`src/rtl/debug_unit_ctrl_pkg.sv`:
```
// debug_unit_pkg: shared constants and types for the debug-unit controller.
//   CMD_*     host command bytes accepted in IDLE (and 'H' during RUN)
//   END_WORD  instruction word that terminates a program load
//   du_state_t controller state encoding
//   sat_inc   saturating 32-bit increment used by the cycle counter
package debug_unit_pkg;

    localparam logic [7:0]  CMD_LOAD = 8'h4C;
    localparam logic [7:0]  CMD_RUN  = 8'h52;
    localparam logic [7:0]  CMD_STEP = 8'h53;
    localparam logic [7:0]  CMD_HALT = 8'h48;
    localparam logic [31:0] END_WORD = 32'hFFFF_FFFF;

    typedef enum logic [2:0] {
        IDLE,
        LOAD_BYTE,
        LOAD_WRITE,
        RUN,
        STEP,
        REPORT
    } du_state_t;

    function automatic logic [31:0] sat_inc(input logic [31:0] v);
        return (v == 32'hFFFF_FFFF) ? v : v + 32'd1;
    endfunction

endpackage

```
`src/rtl/debug_unit_ctrl_if.sv`:
```
// debug_unit_ctrl_if: host byte link, pipeline debug port and status lines.
//   master modport: the controller (drives o_*, samples i_*)
//   slave modport : UART / pipeline / host side
// Signals: i_rx_data/i_rx_valid (RX byte strobe), o_tx_data/o_tx_valid/
// i_tx_ready (TX handshake), i_halt, o_du_data/o_du_addr_wr/o_du_write_en/
// o_du_read_en (IMEM debug port), o_pipe_en, o_busy, o_load_err.
interface debug_unit_ctrl_if;
    logic [7:0]  i_rx_data;
    logic        i_rx_valid;
    logic [7:0]  o_tx_data;
    logic        o_tx_valid;
    logic        i_tx_ready;
    logic        i_halt;
    logic [31:0] o_du_data;
    logic [31:0] o_du_addr_wr;
    logic        o_du_write_en;
    logic        o_du_read_en;
    logic        o_pipe_en;
    logic        o_busy;
    logic        o_load_err;

    modport master (
        input  i_rx_data, i_rx_valid, i_tx_ready, i_halt,
        output o_tx_data, o_tx_valid, o_du_data, o_du_addr_wr,
               o_du_write_en, o_du_read_en, o_pipe_en, o_busy, o_load_err
    );

    modport slave (
        output i_rx_data, i_rx_valid, i_tx_ready, i_halt,
        input  o_tx_data, o_tx_valid, o_du_data, o_du_addr_wr,
               o_du_write_en, o_du_read_en, o_pipe_en, o_busy, o_load_err
    );
endinterface

```
`src/rtl/debug_unit_ctrl_word_tx.sv`:
```
// du_word_tx: sends a 32-bit word as 4 bytes, LSB first, over valid/ready.
//   clk, rst_n       clock, async active-low reset
//   load, word       one-cycle strobe capturing the word to send
//   tx_data/tx_valid byte out; data held while valid && !tx_ready
//   tx_ready         sink accepts byte when tx_valid && tx_ready
//   done             one-cycle pulse after the 4th byte is accepted
module du_word_tx (
    input  logic        clk,
    input  logic        rst_n,
    input  logic        load,
    input  logic [31:0] word,
    output logic [7:0]  tx_data,
    output logic        tx_valid,
    input  logic        tx_ready,
    output logic        done
);
    logic [31:0] shreg;
    logic [1:0]  idx;

    always_ff @(posedge clk or negedge rst_n) begin
        if (!rst_n) begin
            shreg    <= '0;
            idx      <= '0;
            tx_valid <= 1'b0;
            done     <= 1'b0;
        end else begin
            done <= 1'b0;
            if (load) begin
                shreg    <= word;
                idx      <= '0;
                tx_valid <= 1'b1;
            end else if (tx_valid && tx_ready) begin
                if (idx == 2'd3) begin
                    tx_valid <= 1'b0;
                    done     <= 1'b1;
                end else begin
                    shreg <= {8'h00, shreg[31:8]};
                    idx   <= idx + 2'd1;
                end
            end
        end
    end

    assign tx_data = shreg[7:0];
endmodule

```
`src/rtl/debug_unit_ctrl.sv`:
```
// debug_unit_ctrl: sequences the MIPS pipeline from a host byte link.
//   i_clk, i_reset : clock, async active-low reset
//   bus            : debug_unit_ctrl_if.master (RX/TX bytes, halt, IMEM
//                    debug write port, pipe enable, busy, load error)
// Parameters: IMEM_DEPTH (words), MAX_RUN_CYCLES (RUN watchdog limit).
// Optional: define DEBUG_UNIT_WATCHDOG_EN to bound RUN at MAX_RUN_CYCLES
// and flag the timeout in bit 7 of the last report byte.
//
// state      | meaning
// IDLE       | wait for 'L', 'R' or 'S'
// LOAD_BYTE  | collect 4 little-endian bytes of an instruction word
// LOAD_WRITE | one-cycle IMEM write strobe, advance address
// RUN        | pipeline enabled until halt, 'H' (or watchdog)
// STEP       | pipeline enabled for exactly one cycle
// REPORT     | send cycle count to host, LSB first
module debug_unit_ctrl
    import debug_unit_pkg::*;
#(
    parameter int          IMEM_DEPTH     = 256,
    parameter logic [31:0] MAX_RUN_CYCLES = 32'd1_000_000
) (
    input  logic              i_clk,
    input  logic              i_reset,
    debug_unit_ctrl_if.master bus
);
    localparam int            AW       = $clog2(IMEM_DEPTH) + 2;
    localparam logic [AW:0]   ADDR_END = (AW+1)'(IMEM_DEPTH * 4);

    du_state_t   state;
    logic [1:0]  byte_cnt;
    logic [23:0] word_lo;
    logic [AW-1:0] addr;
    logic [AW:0] addr_next;
    logic [31:0] du_data;
    logic [31:0] cyc_cnt;
    logic [31:0] rpt_word;
    logic        write_en;
    logic        load_err;
    logic        tx_load;
    logic        tx_done;
    logic        wd_hit;
    logic        is_halt_byte;

    assign addr_next    = {1'b0, addr} + (AW+1)'(4);
    assign is_halt_byte = bus.i_rx_valid && (bus.i_rx_data == CMD_HALT);

`ifdef DEBUG_UNIT_WATCHDOG_EN
    logic timeout;
    assign wd_hit   = (cyc_cnt >= MAX_RUN_CYCLES);
    assign rpt_word = {cyc_cnt[31] | timeout, cyc_cnt[30:0]};
`else
    logic unused_max_run;
    assign unused_max_run = ^MAX_RUN_CYCLES;
    assign wd_hit   = 1'b0;
    assign rpt_word = cyc_cnt;
`endif

    always_ff @(posedge i_clk or negedge i_reset) begin
        if (!i_reset) begin
            state    <= IDLE;
            byte_cnt <= '0;
            word_lo  <= '0;
            addr     <= '0;
            du_data  <= '0;
            cyc_cnt  <= '0;
            write_en <= 1'b0;
            load_err <= 1'b0;
            tx_load  <= 1'b0;
`ifdef DEBUG_UNIT_WATCHDOG_EN
            timeout  <= 1'b0;
`endif
        end else begin
            write_en <= 1'b0;
            tx_load  <= 1'b0;
            case (state)
                IDLE: begin
                    if (bus.i_rx_valid) begin
                        case (bus.i_rx_data)
                            CMD_LOAD: begin
                                state    <= LOAD_BYTE;
                                addr     <= '0;
                                byte_cnt <= '0;
                                load_err <= 1'b0;
                            end
                            CMD_RUN, CMD_STEP: begin
                                state   <= (bus.i_rx_data == CMD_RUN) ? RUN : STEP;
                                cyc_cnt <= '0;
`ifdef DEBUG_UNIT_WATCHDOG_EN
                                timeout <= 1'b0;
`endif
                            end
                            default: ;
                        endcase
                    end
                end
                LOAD_BYTE: begin
                    if (bus.i_rx_valid) begin
                        case (byte_cnt)
                            2'd0: word_lo[7:0]   <= bus.i_rx_data;
                            2'd1: word_lo[15:8]  <= bus.i_rx_data;
                            2'd2: word_lo[23:16] <= bus.i_rx_data;
                            default: begin
                                du_data  <= {bus.i_rx_data, word_lo};
                                write_en <= 1'b1;
                                state    <= LOAD_WRITE;
                            end
                        endcase
                        byte_cnt <= byte_cnt + 2'd1;
                    end
                end
                LOAD_WRITE: begin
                    addr <= addr_next[AW-1:0];
                    if (du_data == END_WORD) begin
                        state <= IDLE;
                    end else if (addr_next == ADDR_END) begin
                        load_err <= 1'b1;
                        addr     <= '0;
                        state    <= IDLE;
                    end else begin
                        state <= LOAD_BYTE;
                        // A byte landing on the write cycle starts the next word.
                        if (bus.i_rx_valid) begin
                            word_lo[7:0] <= bus.i_rx_data;
                            byte_cnt     <= 2'd1;
                        end
                    end
                end
                RUN: begin
                    // Halt wins over a simultaneous 'H': no enabled cycle, one report.
                    if (bus.i_halt || wd_hit) begin
                        state   <= REPORT;
                        tx_load <= 1'b1;
`ifdef DEBUG_UNIT_WATCHDOG_EN
                        if (!bus.i_halt) timeout <= 1'b1;
`endif
                    end else begin
                        cyc_cnt <= sat_inc(cyc_cnt);
                        if (is_halt_byte) begin
                            state   <= REPORT;
                            tx_load <= 1'b1;
                        end
                    end
                end
                STEP: begin
                    cyc_cnt <= 32'd1;
                    state   <= REPORT;
                    tx_load <= 1'b1;
                end
                REPORT: begin
                    if (tx_done) state <= IDLE;
                end
                default: state <= IDLE;
            endcase
        end
    end

    // tx_load is registered, so the serializer captures the final count.
    du_word_tx u_word_tx (
        .clk      (i_clk),
        .rst_n    (i_reset),
        .load     (tx_load),
        .word     (rpt_word),
        .tx_data  (bus.o_tx_data),
        .tx_valid (bus.o_tx_valid),
        .tx_ready (bus.i_tx_ready),
        .done     (tx_done)
    );

    assign bus.o_du_data     = du_data;
    assign bus.o_du_addr_wr  = {{(32-AW){1'b0}}, addr};
    assign bus.o_du_write_en = write_en;
    assign bus.o_du_read_en  = (state != LOAD_BYTE) && (state != LOAD_WRITE);
    assign bus.o_pipe_en     = ((state == RUN) && !bus.i_halt && !wd_hit) || (state == STEP);
    assign bus.o_busy        = (state != IDLE);
    assign bus.o_load_err    = load_err;
endmodule

```
`src/flat_wrapper.sv`:
```
// flat-port wrapper written by rule: the top's interface ports become plain ports
module debug_unit_ctrl_flat import debug_unit_pkg::*;
#(
    parameter int          IMEM_DEPTH     = 256,
    parameter logic [31:0] MAX_RUN_CYCLES = 32'd1_000_000
)
  (i_clk, i_reset, bus_i_rx_data, bus_i_rx_valid, bus_i_tx_ready, bus_i_halt, bus_o_tx_data, bus_o_tx_valid, bus_o_du_data, bus_o_du_addr_wr, bus_o_du_write_en, bus_o_du_read_en, bus_o_pipe_en, bus_o_busy, bus_o_load_err);
  debug_unit_ctrl_if bus_i ();
  input  logic i_clk;
  input  logic i_reset;
  input wire logic [$bits(bus_i.i_rx_data)-1:0] bus_i_rx_data;
  input wire logic [$bits(bus_i.i_rx_valid)-1:0] bus_i_rx_valid;
  input wire logic [$bits(bus_i.i_tx_ready)-1:0] bus_i_tx_ready;
  input wire logic [$bits(bus_i.i_halt)-1:0] bus_i_halt;
  output wire logic [$bits(bus_i.o_tx_data)-1:0] bus_o_tx_data;
  output wire logic [$bits(bus_i.o_tx_valid)-1:0] bus_o_tx_valid;
  output wire logic [$bits(bus_i.o_du_data)-1:0] bus_o_du_data;
  output wire logic [$bits(bus_i.o_du_addr_wr)-1:0] bus_o_du_addr_wr;
  output wire logic [$bits(bus_i.o_du_write_en)-1:0] bus_o_du_write_en;
  output wire logic [$bits(bus_i.o_du_read_en)-1:0] bus_o_du_read_en;
  output wire logic [$bits(bus_i.o_pipe_en)-1:0] bus_o_pipe_en;
  output wire logic [$bits(bus_i.o_busy)-1:0] bus_o_busy;
  output wire logic [$bits(bus_i.o_load_err)-1:0] bus_o_load_err;
  assign bus_i.i_rx_data = bus_i_rx_data;
  assign bus_i.i_rx_valid = bus_i_rx_valid;
  assign bus_i.i_tx_ready = bus_i_tx_ready;
  assign bus_i.i_halt = bus_i_halt;
  assign bus_o_tx_data = bus_i.o_tx_data;
  assign bus_o_tx_valid = bus_i.o_tx_valid;
  assign bus_o_du_data = bus_i.o_du_data;
  assign bus_o_du_addr_wr = bus_i.o_du_addr_wr;
  assign bus_o_du_write_en = bus_i.o_du_write_en;
  assign bus_o_du_read_en = bus_i.o_du_read_en;
  assign bus_o_pipe_en = bus_i.o_pipe_en;
  assign bus_o_busy = bus_i.o_busy;
  assign bus_o_load_err = bus_i.o_load_err;
  debug_unit_ctrl #(.IMEM_DEPTH(IMEM_DEPTH), .MAX_RUN_CYCLES(MAX_RUN_CYCLES)) u_core (.i_clk(i_clk), .i_reset(i_reset), .bus(bus_i));
endmodule
```
`config.mk`:
```
export PLATFORM = sky130hd
export DESIGN_NAME = debug_unit_ctrl_flat
export DESIGN_NICKNAME = d
export VERILOG_FILES = /design/src/rtl/debug_unit_ctrl_pkg.sv /design/src/rtl/debug_unit_ctrl_if.sv /design/src/rtl/debug_unit_ctrl_word_tx.sv /design/src/rtl/debug_unit_ctrl.sv /design/src/flat_wrapper.sv
export SDC_FILE = /design/constraint.sdc
export NUM_CORES = 1
export LEC_CHECK = 0
export ABC_AREA = 1
export CAP_MARGIN = 40
export CORE_MARGIN = 10
export CORE_UTILIZATION = 50
export DETAILED_ROUTE_END_ITERATION = 6
export PLACE_DENSITY_LB_ADDON = 0.3
export SLEW_MARGIN = 20
export SYNTH_ARGS = -nofsm -noshare
export SYNTH_HDL_FRONTEND = slang
export SYNTH_SLANG_ARGS = --single-unit
```
`constraint.sdc`:
```
create_clock -name i_clk -period 1.9 [get_ports i_clk]
set_clock_uncertainty 0.1 [all_clocks]
set_input_delay 0.19 -clock i_clk [delete_from_list [all_inputs] [get_ports i_clk]]
set_output_delay 0.19 -clock i_clk [all_outputs]
set_load 0.005 [all_outputs]
```
== Word-level counts from Yosys, hierarchy flattened ==
Index checks and enable logic that the tools add are counted.
W data, S select, Z words.

* Muxes and demuxes: 57
* Reductions and logical operators: 28
* Bitwise gates (word level): 1
* Equal/unequal tests: 33
* Add/subtract/negate cells: 4

{| class="wikitable"
|+ Operators by type and width
! cell !! count
|-
| $mux W32 || 7
|-
| $pmux W32 S3 || 1
|-
| $eq A32 B32 Y1 const B || 2
|-
| $mux W10 || 4
|-
| $mux W8 || 5
|-
| $add A32 B1 Y32 const B || 1
|-
| $eq A8 B7 Y1 const B || 4
|-
| $mux W3 || 8
|-
| $ne A2 B2 Y1 const B || 12
|-
| $pmux W10 S2 || 1
|-
| $mux W2 || 9
|-
| $pmux W3 S6 || 1
|-
| $mux W1 || 16
|-
| $pmux W8 S2 || 1
|-
| $reduce_and A3 Y1 || 4
|-
| $reduce_and A6 Y1 || 2
|-
| $add A10 B3 Y11 const B || 1
|-
| $eq A11 B11 Y1 const B || 1
|-
| $reduce_and A5 Y1 || 2
|-
| $reduce_bool A3 Y1 || 3
|-
| $reduce_bool A2 Y1 || 4
|-
| $reduce_and A7 Y1 || 1
|-
| $eq A3 B2 Y1 const B || 2
|-
| $eq A3 B3 Y1 const B || 2
|-
| 20 further kinds || 29
|}

* Input bits: 13
* Register bits after elaboration: 142
* Output and inout bits: 78
* Logic and storage cells: 138

== Depth between registers and ports, before layout ==
* Depth after elaboration: 5
* Mapped depth: 11
* Gate-level depth less buffers: 11

== Cells and area by module ==
From an unflattened synthesis, not the netlist that was laid out.

* Cells, all modules: 1,050
* Area total of the unflattened synthesis: 7,761.2 um^2

{| class="wikitable"
|+ Modules (own cells, without submodules)
! module !! cells each !! area an instance (um^2) !! times used
|-
| debug_unit_ctrl || 805 || 5,944.5 || 1
|-
| du_word_tx || 245 || 1,816.7 || 1
|}

== Worst setup path after synthesis ==
OpenSTA, ideal clock, no wires.

* Kind: register to register
* Start point: reg u_core.cyc_cnt[0]
* End point: reg u_core.cyc_cnt[28]
* Cell stages (with the launch flop): 12
* Arrival: 1,612 ps
* Required time: 1,683 ps
* Path slack: 72 ps
* Path buffers: 1
* Clock period less this slack: 1,828 ps
* Cells stage by stage: dfrtp_1 > ha_1 > inv_1 > nor2_4 > nand2_2 > nor2_4 > nand3b_4 > nand2_2 > nor2_4 > buf_6 > nand2_1 > nand2_1

* Longest elaborated chain between the ends: 4
* Elaborated cells between the ends (all ways): 7

{| class="wikitable"
|+ RTL lines
! what !! RTL line !! source
|-
| from (decl) || debug_unit_ctrl.sv:35 || <nowiki>logic [31:0] cyc_cnt;</nowiki>
|-
| from (signal assigned) || debug_unit_ctrl.sv:137 || <nowiki>cyc_cnt <= sat_inc(cyc_cnt);</nowiki>
|-
| $add A32 B1 Y32 || debug_unit_ctrl_pkg.sv:24 || <nowiki>return (v == 32'hFFFF_FFFF) ? v : v + 32'd1;</nowiki>
|-
| $mux W32 || debug_unit_ctrl_pkg.sv:24 ||
|-
| $mux W32 || debug_unit_ctrl.sv:130 || <nowiki>if (bus.i_halt || wd_hit) begin</nowiki>
|-
| $pmux W32 S3 || debug_unit_ctrl.sv:75 || <nowiki>case (state)</nowiki>
|}

Several ways; a longest one is shown, not always the timed one. The select of a mux whose other input is x is not followed.
A chain may end at the register's enable or synchronous reset.

== Worst setup path in the final report ==
* Start point: reg u_core.state[1]
* End point: out bus_o_du_read_en

* Longest elaborated chain between the ends: 2
* Elaborated cells between the ends (all ways): 3

{| class="wikitable"
|+ RTL lines
! what !! RTL line !! source
|-
| from (decl) || debug_unit_ctrl.sv:29 || <nowiki>du_state_t state;</nowiki>
|-
| from (signal assigned) || debug_unit_ctrl.sv:86 || <nowiki>state <= (bus.i_rx_data == CMD_RUN) ? RUN : STEP;</nowiki>
|-
| $ne A3 B1 Y1 or $ne A3 B2 Y1 (tied branches) || debug_unit_ctrl.sv:172 || <nowiki>assign bus.o_du_read_en = (state != LOAD_BYTE) && (state != LOAD_WRITE);</nowiki>
|-
| $logic_and A1 B1 Y1 * || debug_unit_ctrl.sv:172 ||
|-
| to (decl) || flat_wrapper.sv:20 || <nowiki>output wire logic [$bits(bus_i.o_du_read_en)-1:0] bus_o_du_read_en;</nowiki>
|}

Every way passes the cells marked *; elsewhere a longest branch is shown, timed or not.

==> key figures <==
Synthesis
  • Synth Cell Area: around 7400 um^2
  • Ys Warns: 0
  • Synth Area in Adders: 1.19%
  • EDFF count, synth: 0
  • Compound-gate portion of the synthesized area: under 10%
  • Yosys top cell by area: dfrtp_1
  • Post-Syn Area per Cell: ~7.4 um^2
  • Most common cell in the netlist: nand2_1
  • Commonest cells post-synth: 419 x nand2_1, 140 x dfrtp_1, 126 x nor2_1, 55 x inv_1, 53 x o21ai_0
  • Synth Area in Simple Gates: between 30% and 40%
  • Area contributors post-synth: dfrtp_1 48%, nand2_1 21%, nor2_1 6.4%
  • Synthesized flop and latch total: 140
  • Cells after Synth: ~990
  • Top_reg_cell synth: dfrtp_1
  • Async set-or-reset flop fraction in the synthesized netlist: 100%
  • Register area share after synthesis: 47.7%
  • Mux cell area share after synthesis: 0%
  • Synth top area share: between 40% and 50%
  • XOR/XNOR Fraction of Synth Area: between 2 and 2.5%
  • Yosys cell types: 36
  • Largest family of logic cells by synthesized area: simple AND/OR/NAND/NOR gates

Place
  • Final Wtd Congestion: approximately 0.9
  • Setup Slack @ Placement: -41.8 ps
  • Post-detail-place hpwl: roughly 13 mm
  • IO Port Bufs: 66

Route
  • Remaining DRCs: 0
  • Final ANT Viol Nets: 0
  • Final WL: roughly 18 mm
  • Detailed Route Iter0 Violations: 547
  • WL met2: 8.32 mm
  • Highest routed layer: met4
  • Vias per inst: about 5
  • 1st-pass router iterations: 5
  • Vias: approximately 6,500
  • Met3 wire len: approximately 1.3 mm
  • WL met1: roughly 8.5 mm
  • Wire per inst: 14.2 um

Power
  • Sw frac: 33.5%
  • Internal power: between 7 and 8 mW
  • Pwr Density: about 1300 nW/um^2
  • Reg power frac: 37.4%
  • Peak VDD IR: just over 0.0007 V
  • Combinational power share: between 30 and 40%
  • NetSw: between 3 and 4 mW
  • Share of total power in the clock network: between 20% and 30%
  • Leakage power total: ~4.2 nW

STA
  • Total negative slack: 0 ps
  • Period utilization: 95.6%
  • Tmin final: 1820 ps
  • Final setup violation count: 0
  • Hold Vio Cnt, Final: 0
  • Max frequency: ~0.55 GHz
  • Worst Slack Setup Final: 83.0 ps
  • Slew Viols, Final: 0
  • Unrepaired setup endpoints after global routing: true

Job
  • Max cap viols: 0

Worst setup path
  • WP data required: between 1500 and 2000 ps
  • Max incr delay on CP: between 400 and 500 ps
  • Worst-path fanout max: 5
  • Crit start category: register
  • Arr. time, crit path: about 1500 ps
  • CP endpoint kind: output port
  • WS Path Type: register to output port
  • CP cell instances: nor2_2 -> nand2_2 -> nand2_1 -> inv_1 -> dlygate4sd2_1
  • Slowest CP cell: dfrtp_2

Clocking
  • Clock root buffer: clkbuf_16
  • H-tree levels: 4
  • Clock latency on the worst-skew pair: approximately 440 ps
  • Deepest clock path buffer count: 2
  • Clk pin slew, worst setup/hold paths: around 60 ps
  • Cts bufs inserted: 17
  • CTS tree: yes
  • # clock sinks: between 100 and 150

Global route
  • Vias in the first global route: approximately 6,000
  • First-pass GRT wire length: between 30 and 40 mm
  • Overflow after GRT: 0
  • Initial antenna violation count: 0
  • Total GRT Usage: 18.9%
  • Largest net degree at the start of global routing: 56

Finish
  • Layout area overhead: 23.1%
  • Fillers: 1,270
  • Area occupied by registers: roughly 3500 um^2
  • N_diodes: 0
  • Share of cells above drive strength 1: a little over a tenth
  • Layout Nets: ~1,100
  • Area of the multi-input gates: 3300 um^2

Floorplanning
  • Die W: around 140 um
  • Die area: between 15,000 and 20,000 um^2
  • Core area: around 14,000 um^2
  • Die Height: 141 um
  • Starting Density: about half
  • Core Rows: 44
  • I/O pin count: between 90 and 100

Worst hold path
  • Worst hold path type: input port to async pin

Outcome
  • Status: completed
-- power by group through the flow --
stage          registers [mW]  logic [mW]  clock network [mW]
2_1_floorplan            4.29        2.25                   0
3_3_place_gp             4.35        3.67                   0
3_5_place_dp             4.39        3.75                   0
4_1_cts                  4.34        3.76                3.50
5_1_grt                  4.45        4.25                3.65
6_report                 4.34        3.78                3.47
-- stage by stage --
| stage | instance area (um^2) | util, % | std cells | hold WS [ps] | power [mW] |
|---|---|---|---|---|---|
| final | 9050 | 62.5 | 1290 | 109 | 11.6 |
| after global routing | 9050 | 62.5 | 1290 | 138 | 12.3 |
| after CTS | 9000 | 62.2 | 1287 | 123 | 11.6 |
| after detailed placement | 8370 | 57.8 | 1254 | 15.1 | 8.13 |
| after global placement | 8370 | 57.8 | 1254 | 5.55 | 8.02 |
| after floorplan | 7440 | - | 1017 | -206 | 6.54 |
-- path summary, 6_finish.rpt --
kind                                   start                      end  slack (ps)  depth (start not counted)
max reg2reg                  u_core.state[0]       u_core.cyc_cnt[27]         130                         10
min                                  i_reset       u_core.word_lo[14]         110                          2
max in group asynchronous            i_reset          u_core.state[1]         960                          3
min in group i_clk          bus_i_rx_data[5]        u_core.word_lo[5]         290                          3
max                          u_core.state[1]         bus_o_du_read_en          80                          5
min reg2reg                u_core.word_lo[3]  u_core.bus.o_du_data[3]         360                          2
-- cell usage in the layout, fill, tap and decap left out, types with 9 or more instances in the layout --
master / count
nand2_1: 416
dfrtp_1: 136
nor2_1: 122
clkdlybuf4s50_1: 62
inv_1: 55
o21ai_0: 52
buf_4: 46
nand3_1: 31
conb_1: 24
o21ai_1: 21
clkbuf_16: 17
xor2_1: 16
inv_2: 10
a31oi_1: 9
-- per-layer routing --
layer / vias to the layer above / global-route usage [%]
met2: 194 / 28.7
met3: 20 / 5.11
met1: 2988 / 25.7
met4: 0 / 5.82
li1: 3249 / -
met5: - / 0
-- what timing repair did --
action | CTS | global route
hold endpoints to repair | 140 | 0
pin swaps | 0 | 2
buffers inserted | 0 | 3
gates resized for setup | 8 | 12
hold buffers | 1 | 0
endpoints found under the setup margin | 3 | 17
-- registers in the layout, indices dropped and copies added, names as in the netlist --
| name | count |
|---|---|
| u_core.bus.o_load_err | 1 |
| u_core.state | 3 |
| u_core.u_word_tx.done | 1 |
| u_core.cyc_cnt | 32 |
| u_core.byte_cnt | 2 |
| u_core.tx_load | 1 |
| u_core.u_word_tx.idx | 2 |
| u_core.u_word_tx.tx_valid | 1 |
| u_core.word_lo | 24 |
| u_core.bus.o_du_data | 32 |
| u_core.addr | 8 |
| u_core.u_word_tx.shreg | 32 |
| u_core.bus.o_du_write_en | 1 |
-- final cells by class --
type	instances	area share, %
Tap cell	184	2.54
Multi-Input combinational cell	748	36.5
Timing Repair Buffer	120	12.7
Inverter	66	2.74
Sequential cell	140	38.8
Clock inverter	12	1.76
Clock buffer	20	5.04
-- kinds of logic (layout without fill, tap and decap cells) --
logic type	count (synthesis)	after routing
flops	140	140
simple gates	603	603
xor+xnor	19	19
compound gates	95	95
fa+ha+maj	7	7
buf+inv	129	218
other cells	1	24
-- critical path: cells and delay by family (launching register included) --
kind	cells	cell delay, ps
simple gates	3	320
flops	1	440
buf+inv	2	340
Note: power is estimated with default switching activity, not from simulation.
